`src/rtl/fruit_pkg.sv`:
```
// fruit_pkg: shared types, screen defaults, FSM encoding and helper functions for the fruit slice sequencer
//   pos_t/vel_t : signed 12b position and signed 8b velocity
//   state_t     : IDLE / WHOLE / SPLIT
//   clamp10     : signed position -> renderer coordinate in [0,1023]
//   off_x       : half lies outside the visible columns [0,w)
package fruit_pkg;
  localparam int POS_W      = 12;
  localparam int VEL_W      = 8;
  localparam int OBJ_W_D    = 64;
  localparam int SCREEN_W_D = 640;
  localparam int SCREEN_H_D = 480;
  localparam int GRAVITY_D  = 1;
  localparam int VY_MAX_D   = 12;
  localparam int SPLIT_V_D  = 2;
  typedef logic signed [POS_W-1:0] pos_t;
  typedef logic signed [VEL_W-1:0] vel_t;
  localparam vel_t VEL_MIN = 8'sh80;
  localparam vel_t VEL_MAX = 8'sh7f;
  typedef enum logic [1:0] {IDLE = 2'd0, WHOLE = 2'd1, SPLIT = 2'd2} state_t;
  // Bit 10 set on a non-negative 12b value means it exceeds 1023.
  function automatic logic [9:0] clamp10(pos_t v);
    return v[POS_W-1] ? 10'd0 : v[10] ? 10'd1023 : v[9:0];
  endfunction
  function automatic logic off_x(pos_t x, pos_t w);
    return x[POS_W-1] || x >= w;
  endfunction
endpackage

```
`src/rtl/motion_axis.sv`:
```
// motion_axis: signed position/velocity register pair for one axis
//   load_i/pos_ld_i/vel_ld_i : load both registers (wins over everything else)
//   tick_i                   : pos += vel (uses the velocity held before this cycle)
//   dv_en_i/dv_i             : vel += dv, saturated to [VEL_MIN, V_MAX]
//   pos_o                    : registered position
//   pos_nxt_o/vel_nxt_o      : values that will be registered at the next edge
module motion_axis import fruit_pkg::*; #(
  parameter vel_t V_MAX = VEL_MAX
) (
  input  logic clk,
  input  logic rst,
  input  logic load_i,
  input  pos_t pos_ld_i,
  input  vel_t vel_ld_i,
  input  logic tick_i,
  input  logic dv_en_i,
  input  vel_t dv_i,
  output pos_t pos_o,
  output pos_t pos_nxt_o,
  output vel_t vel_nxt_o
);
  pos_t pos_q, pos_d;
  vel_t vel_q, vel_d;
  logic signed [VEL_W:0] sum, hi, lo;
  always_comb begin
    hi = (VEL_W+1)'(V_MAX);
    lo = (VEL_W+1)'(VEL_MIN);
    sum = (VEL_W+1)'(vel_q) + (VEL_W+1)'(dv_i);
    vel_d = load_i ? vel_ld_i : !dv_en_i ? vel_q : sum > hi ? V_MAX : sum < lo ? VEL_MIN : sum[VEL_W-1:0];
    pos_d = load_i ? pos_ld_i : tick_i ? pos_q + POS_W'(vel_q) : pos_q;
  end
  always_ff @(posedge clk or posedge rst)
    if (rst) begin
      pos_q <= '0;
      vel_q <= '0;
    end else begin
      pos_q <= pos_d;
      vel_q <= vel_d;
    end
  assign pos_o     = pos_q;
  assign pos_nxt_o = pos_d;
  assign vel_nxt_o = vel_d;
endmodule

```
`src/rtl/fruit_slice_sequencer.sv`:
```
// fruit_slice_sequencer: per-fruit launch, ballistic motion and cut sequencer driving a two-half sprite renderer
//   frame_tick/launch/cut      : one-cycle control pulses
//   launch_x/vx/vy             : initial left x and signed velocities (negative vy = up)
//   en1/en2, posx1/2, posy1/2  : per-half enable and clamped top-left position
//   busy                       : a fruit is in flight
//   done/missed                : one-cycle retire pulse, missed when retired uncut
module fruit_slice_sequencer import fruit_pkg::*; #(
  parameter int OBJ_W    = OBJ_W_D,
  parameter int SCREEN_W = SCREEN_W_D,
  parameter int SCREEN_H = SCREEN_H_D,
  parameter int GRAVITY  = GRAVITY_D,
  parameter int VY_MAX   = VY_MAX_D,
  parameter int SPLIT_V  = SPLIT_V_D
) (
  input  logic              clk,
  input  logic              rst,
  input  logic              frame_tick,
  input  logic              launch,
  input  logic [9:0]        launch_x,
  input  logic signed [7:0] launch_vx,
  input  logic signed [7:0] launch_vy,
  input  logic              cut,
  output logic              en1,
  output logic              en2,
  output logic [9:0]        posx1,
  output logic [9:0]        posx2,
  output logic [9:0]        posy1,
  output logic [9:0]        posy2,
  output logic              busy,
  output logic              done,
  output logic              missed
);
  localparam pos_t SW   = pos_t'(SCREEN_W);
  localparam pos_t SH   = pos_t'(SCREEN_H);
  localparam pos_t Y0   = pos_t'(SCREEN_H - 1);
  localparam pos_t HALF = pos_t'(OBJ_W >> 1);
  localparam vel_t GV   = vel_t'(GRAVITY);
  localparam vel_t VYM  = vel_t'(VY_MAX);
  localparam vel_t SPP  = vel_t'(SPLIT_V);
  localparam vel_t SPN  = vel_t'(-SPLIT_V);
  state_t state_q, state_d;
  logic done_q, done_d, missed_q, missed_d;
  logic tick_act, ld, split_now, fall, gone, retire;
  pos_t x1_q, x2_q, y_q, x1_n, x2_n, y_n;
  vel_t vx1_n, vx2_n, vy_n;
  logic unused_vx;
  assign unused_vx = ^{vx1_n, vx2_n};
  motion_axis u_x1 (
    .clk(clk), .rst(rst), .load_i(ld), .pos_ld_i(pos_t'(launch_x)), .vel_ld_i(launch_vx),
    .tick_i(tick_act), .dv_en_i(split_now), .dv_i(SPN),
    .pos_o(x1_q), .pos_nxt_o(x1_n), .vel_nxt_o(vx1_n)
  );
  motion_axis u_x2 (
    .clk(clk), .rst(rst), .load_i(ld), .pos_ld_i(pos_t'(launch_x) + HALF), .vel_ld_i(launch_vx),
    .tick_i(tick_act), .dv_en_i(split_now), .dv_i(SPP),
    .pos_o(x2_q), .pos_nxt_o(x2_n), .vel_nxt_o(vx2_n)
  );
  // Gravity is applied as a velocity step on every tick; the position step uses the pre-tick velocity.
  motion_axis #(.V_MAX(VYM)) u_y (
    .clk(clk), .rst(rst), .load_i(ld), .pos_ld_i(Y0), .vel_ld_i(launch_vy),
    .tick_i(tick_act), .dv_en_i(tick_act), .dv_i(GV),
    .pos_o(y_q), .pos_nxt_o(y_n), .vel_nxt_o(vy_n)
  );
  // Retire is judged on the post-tick state so done lands on the same tick that leaves the screen.
  always_comb begin
    tick_act  = frame_tick && state_q != IDLE;
    ld        = launch && state_q == IDLE;
    split_now = cut && state_q == WHOLE;
    fall      = y_n >= SH && !vy_n[VEL_W-1] && vy_n != '0;
    gone      = off_x(x1_n, SW) && off_x(x2_n, SW);
    retire    = tick_act && (fall || (state_q == SPLIT && gone));
    done_d    = retire;
    missed_d  = retire && state_q == WHOLE;
    state_d   = retire ? IDLE : ld ? WHOLE : split_now ? SPLIT : state_q;
  end
  always_ff @(posedge clk or posedge rst)
    if (rst) begin
      state_q  <= IDLE;
      done_q   <= 1'b0;
      missed_q <= 1'b0;
    end else begin
      state_q  <= state_d;
      done_q   <= done_d;
      missed_q <= missed_d;
    end
  assign busy   = state_q != IDLE;
  assign done   = done_q;
  assign missed = missed_q;
  assign en1    = busy && !y_q[POS_W-1] && (state_q == WHOLE || !off_x(x1_q, SW));
  assign en2    = busy && !y_q[POS_W-1] && (state_q == WHOLE || !off_x(x2_q, SW));
  assign posx1  = clamp10(x1_q);
  assign posx2  = clamp10(x2_q);
  assign posy1  = clamp10(y_q);
  assign posy2  = clamp10(y_q);
endmodule

```
`config.mk`:
```
export PLATFORM = sky130hd
export DESIGN_NAME = fruit_slice_sequencer
export DESIGN_NICKNAME = d
export VERILOG_FILES = /design/src/rtl/fruit_pkg.sv /design/src/rtl/motion_axis.sv /design/src/rtl/fruit_slice_sequencer.sv
export SDC_FILE = /design/constraint.sdc
export NUM_CORES = 1
export LEC_CHECK = 0
export ABC_AREA = 1
export CAP_MARGIN = 20
export CORE_MARGIN = 5
export CORE_UTILIZATION = 50
export CTS_BUF_LIST = sky130_fd_sc_hd__clkbuf_8
export DETAILED_ROUTE_END_ITERATION = 7
export PLACE_DENSITY = 0.71
export SYNTH_ARGS = -nofsm -noshare
export SYNTH_HDL_FRONTEND = slang
export SYNTH_SLANG_ARGS = --single-unit
```
`constraint.sdc`:
```
create_clock -name clk -period 2.6 [get_ports clk]
set_input_delay 0.78 -clock clk [delete_from_list [all_inputs] [get_ports clk]]
set_output_delay 0.78 -clock clk [all_outputs]
set_load 0.02 [all_outputs]
```
# Word-level counts from Yosys, hierarchy flattened
# Cells that the tools add are included.
# word_totals
regBits	64
output_inout_bits	45
word_cells	84
inputBits	31
# op_classes
mux	27
reduce_logical	28
magnitude_cmp	11
addsub	7
n_eq_ne	2
# op_table
op	n
$mux W8	12
$mux W12	6
$mux W10	6
$ge A12 B11 Y1 const B	4
$add A12 B8 Y12	3
$lt A9 B8 Y1 const B	3
$add A8 B2 Y9 const B	2
$gt A9 B8 Y1 const B	2
$ge A12 B10 Y1 const B	1
$logic_and A1 B1 Y1	12
$add A10 B6 Y11 const B	1
$add A8 B3 Y9 const B	1
$gt A9 B5 Y1 const B	1
$reduce_bool A8 Y1	1
$logic_or A1 B1 Y1	7
$mux W2	3
$logic_not A1 Y1	4
$reduce_bool A2 Y1	2
$reduce_bool A3 Y1	1
$eq A2 B1 Y1 const B	1
$eq A2 B2 Y1 const B	1
$logic_not A2 Y1	1

# Depth between registers and ports, before layout
# logic_depth
word_depth	12
ltp_mapped	21
ltp_nobuf	21

# Hierarchy
# From an unflattened synthesis, not the netlist that was laid out.
# unflattened
cells_unflattened	1021
area_unflattened_um2	6454.9
# modules_own_cells
module	cells_each	n_inst	seq_area_each_um2	area_per_inst_um2
motion_axis (u_x1 ...)	295	2	500.5	1924.3
motion_axis (u_y)	283	1	500.5	1875.5
fruit_slice_sequencer	148	1	100.1	730.7

# Least setup slack after synthesis
# Ideal clock, no wire load.
# synth_path
path_kind	reg2reg
startpoint	reg u_x1.vel_q[0]
endpoint	reg done_q (netlist: done)
setup_time_ns	0.116
period_less_slack_ns	2.157
path_stages_with_launch	18
path_slack_ns	0.443
arrival_time_ns	2.041
t_required_ns	2.484
n_path_buf	0
path_cell_list	dfrtp_1 -> ha_1 -> inv_1 -> fa_1 -> o21ai_1 -> nand3_1 -> nand2_1 -> nand2_1 -> nand3_1 -> nand3_1 -> nand2_1 -> nand2_1 -> inv_1 -> nand2_1 -> nand3_1 -> nand2_2 -> nand2_1 -> inv_1
# synth_via
elab_chain_len	9
# synth_rtl
item	line_no	source
from (decl)	motion_axis.sv:23	vel_t vel_q, vel_d;
from (signal assigned)	motion_axis.sv:38	vel_q <= vel_d;
$add A12 B8 Y12 (*)	motion_axis.sv:30	pos_d = load_i ? pos_ld_i : tick_i ? pos_q + POS_W'(vel_q) : pos_q;
$mux W12 (*) (2 in a row)	motion_axis.sv:30	
$ge A12 B11 Y1	fruit_pkg.sv:25	return x[POS_W-1] || x >= w;
$logic_or A1 B1 Y1 (*)	fruit_pkg.sv:25	
$logic_and A1 B1 Y1 (*)	fruit_slice_sequencer.sv:70	gone = off_x(x1_n, SW) && off_x(x2_n, SW);
$logic_and A1 B1 Y1 (*)	fruit_slice_sequencer.sv:71	retire = tick_act && (fall || (state_q == SPLIT && gone));
$logic_or A1 B1 Y1 (*)	fruit_slice_sequencer.sv:71	
$logic_and A1 B1 Y1 (*)	fruit_slice_sequencer.sv:71	
named net done_d	fruit_slice_sequencer.sv:42	logic done_q, done_d, missed_q, missed_d;
to (signal assigned)	fruit_slice_sequencer.sv:83	done_q <= done_d;
to (decl)	fruit_slice_sequencer.sv:42	
# The timed path passes the listed nets; every way through them passes the cells marked *.
# A chain may end at the register's enable or synchronous reset.

# Worst setup path in the final report
# layout_path
startpoint	reg u_x2.pos_q[11] (netlist: u_x2.pos_o[11])
endpoint	out posx2[5]
# layout_via
elab_chain_len	1
# layout_rtl
item	line_no	source
from (decl)	motion_axis.sv:22	pos_t pos_q, pos_d;
from (signal assigned)	motion_axis.sv:37	pos_q <= pos_d;
$mux W10	fruit_pkg.sv:22	return v[POS_W-1] ? 10'd0 : v[10] ? 10'd1023 : v[9:0];
to (decl)	fruit_slice_sequencer.sv:26	output logic [9:0] posx2,
# No other way between the ends.

==> flow_summary.ini <==
[drt]
drt_iter0_drc = 362
routed_wl_um = 16500
wl_per_cell_um = 15.76
firstDrtPassIters = 5
drc_errors = 0
drtAntennaViolNets = 0
vias_per_cell = 5.519
vias = 5778

[sta]
slew_headroom_pct = 71.24
worstMarginPinSlew_ns = 0.4269
setup_viol = 0
max_freq_mhz = 404.6
fin_worst_skew_ns = 0.01458
hold_viol_final = 0
timing.final.crit_share_pct = 95.05
drv_slew = 0
whs_ns = 0.5589
period_minus_slack_ns = 2.471
setup_slack_ns = 0.1287

[setup_path]
rr_startpoint = u_x1.vel_q[0]$_DFFE_PP0P_
path_cells = buf_4 > nor2_1 > clkdlybuf4s50_1
ff2ff_path_depth = 17
cp_max_fo = 12
critPathCaptureType = output port
max_stage_delay_ns = 0.62
cp.required_ns = 1.82
crit_type = flop to output port
critPathBufInv = 2
critPathSlowestCell = clkdlybuf4s50_1
cp.arrival_ns = 1.69
worstSetupStartpointType = flop
crit_family = buffers and inverters
timing.rr.end = done$_DFF_PP0_
r2r_slack_ns = 0.20

[grt]
overflow = 0
grt_pass1_wl_um = 26810
grt.total_usage_pct = 25.58
grt_max_degree = 65
antenna_found_initial = 0
grt_pass1_vias = 5548

[synth]
syn_area_per_cell_um2 = 6.838
async_flop_share_pct = 100.0
synth_ff_type = dfrtp_1
yosysSeqAreaShare_pct = 28.91
syn_area_um2 = 5539
ys_seq_elements = 64
yosysTopAreaCell = dfrtp_1
synth.distinct_cells = 47
synth_top_area_share_pct = 28.91
syn_inst = 810
synth_edf_count = 0
synthTopCellsByArea = dfrtp_1 29%, nand2_1 13%, ha_1 8.8%
ys_warn_count = 0
synthesis.nets = 883

[placed_design]
place_hpwl_um = 12890
dpl_cell_area_um2 = 6596
port_buffers = 75
pre_cts_slack_ns = -0.1256
gp_congestion = 1.002
dp_cells = 1031

[status]
status = finished, final reports clean

[floorplanning]
io_pins = 76
die_h_um = 115.3
dieArea_um2 = 13280
floorplan.initialDensity_pct = 51.10
fp.dieW_um = 115.3
core_area_um2 = 10840
fp-row-count = 38

[hold_path]
whs_path_depth = 2
hp-class = flop to flop
min_to = u_y.pos_o[1]$_DFF_PP0_
holdCritStartpoint = u_y.pos_o[1]$_DFF_PP0_

[cts]
tritoncts = done
cts_sinks = 64
cts_hold_buf = 0
path_clk_slew_ns = 0.08
root_buffer = clkbuf_8
clock_latency_ns = 0.38
h-tree-depth = 3
cts_buffer_depth = 2
cts_buffers = 9

[finish]
stdcell_count = 1047
synthToLayoutAreaGrowth_pct = 24.82
nets = 975
antenna_cells = 0
most-common-layout-cells = 189 x nand2_1, 123 x inv_1, 70 x nor2_1
fillCellCount = 992
drive_above_1_share_pct = 9.482
multi_input_area_um2 = 3281
regArea_um2 = 1607
layout_commonest_cell = nand2_1
design_area_um2 = 6914

[job]
maxCapViolCount = 0
per-stage QoR:
stage	setup TNS (ns)	utilization (%)
4_1_cts	0	63.24
6_report	0	63.78
3_3_place_gp	0	60.85
3_5_place_dp	-0.3713	60.85
5_1_grt	-0.005978	63.78
2_1_floorplan	0	-
sequential cells by signal, indices dropped and copies added, names as in the netlist:
register	flops
state_q	2
missed	1
u_x1.pos_o	12
u_x2.pos_o	12
u_y.pos_o	12
done	1
u_x2.vel_q	8
u_y.vel_q	8
u_x1.vel_q	8
cells in the mapped netlist, types with 9 or more instances:
| cell | count |
|---|---|
| inv_1 | 124 |
| nand2_1 | 189 |
| dfrtp_1 | 64 |
| o21ai_0 | 41 |
| xnor2_1 | 10 |
| nor2_1 | 70 |
| nand4_1 | 9 |
| o221ai_1 | 9 |
| xor2_1 | 17 |
| ha_1 | 39 |
| a31oi_1 | 10 |
| buf_4 | 15 |
| a21oi_1 | 66 |
| nand3_1 | 63 |
logic make-up after synthesis:
group / Yosys count / synth area share [%]
buf+inv: 158 / 12.13
compound gates: 159 / 16.67
xor+xnor: 27 / 4.269
simple gates: 360 / 28.12
flops: 64 / 28.91
fa+ha+maj: 42 / 9.894
worst register-to-register path, delay by kind of cell, from the launching register on:
kind / cells / cell delay [ns]
AO/OA/AOI/OAI: 1 / 0.20
adder cells (fa/ha/maj): 2 / 0.64
buffers and inverters: 3 / 0.17
flip-flops: 1 / 0.40
AND/OR/NAND/NOR: 11 / 0.88
cell type report:
type                            count  area share [%]
Clock inverter                      6           1.882
Multi-Input combinational cell    588           47.45
Tap cell                          140           2.533
Clock buffer                       10           1.991
Timing Repair Buffer              111           15.91
Inverter                          128           7.003
Sequential cell                    64           23.24
what timing repair did:
action	4_1_cts	5_1_grt
setup endpoints to repair	26	21
resized for setup	15	24
setup buffers	0	0
cloned	0	0
pin swaps	0	0
worst max-delay path by stage:
stage,from,endpoint,slack (ns),depth (start not counted)
5_1_grt,u_x1.vel_q[0]$_DFFE_PP0P_,missed$_DFF_PP0_,-0.006,18
6_report,u_x2.pos_o[11]$_DFF_PP0_,posx2[5],0.13,3
3_5_place_dp,launch_x[6],done$_DFF_PP0_,-0.13,15
4_1_cts,u_y.pos_o[10]$_DFF_PP0_,posy2[1],0.004,3
2_1_floorplan,rst,done$_DFF_PP0_,0.22,1
3_3_place_gp,launch_x[5],done$_DFF_PP0_,0.01,15
per-layer routing:
layer / global-route usage, % / part of all wire (%) / vias to the layer above
li1: - / - / 2836
met1: 37.45 / 47 / 2689
met5: 0 / 0 / -
met2: 38.16 / 44 / 234
met4: 8.294 / 1.3 / 0
met3: 4.737 / 8.2 / 19
Power is not shown: default switching activity piles up to over one toggle a cycle in this logic, so the estimate is an artifact.
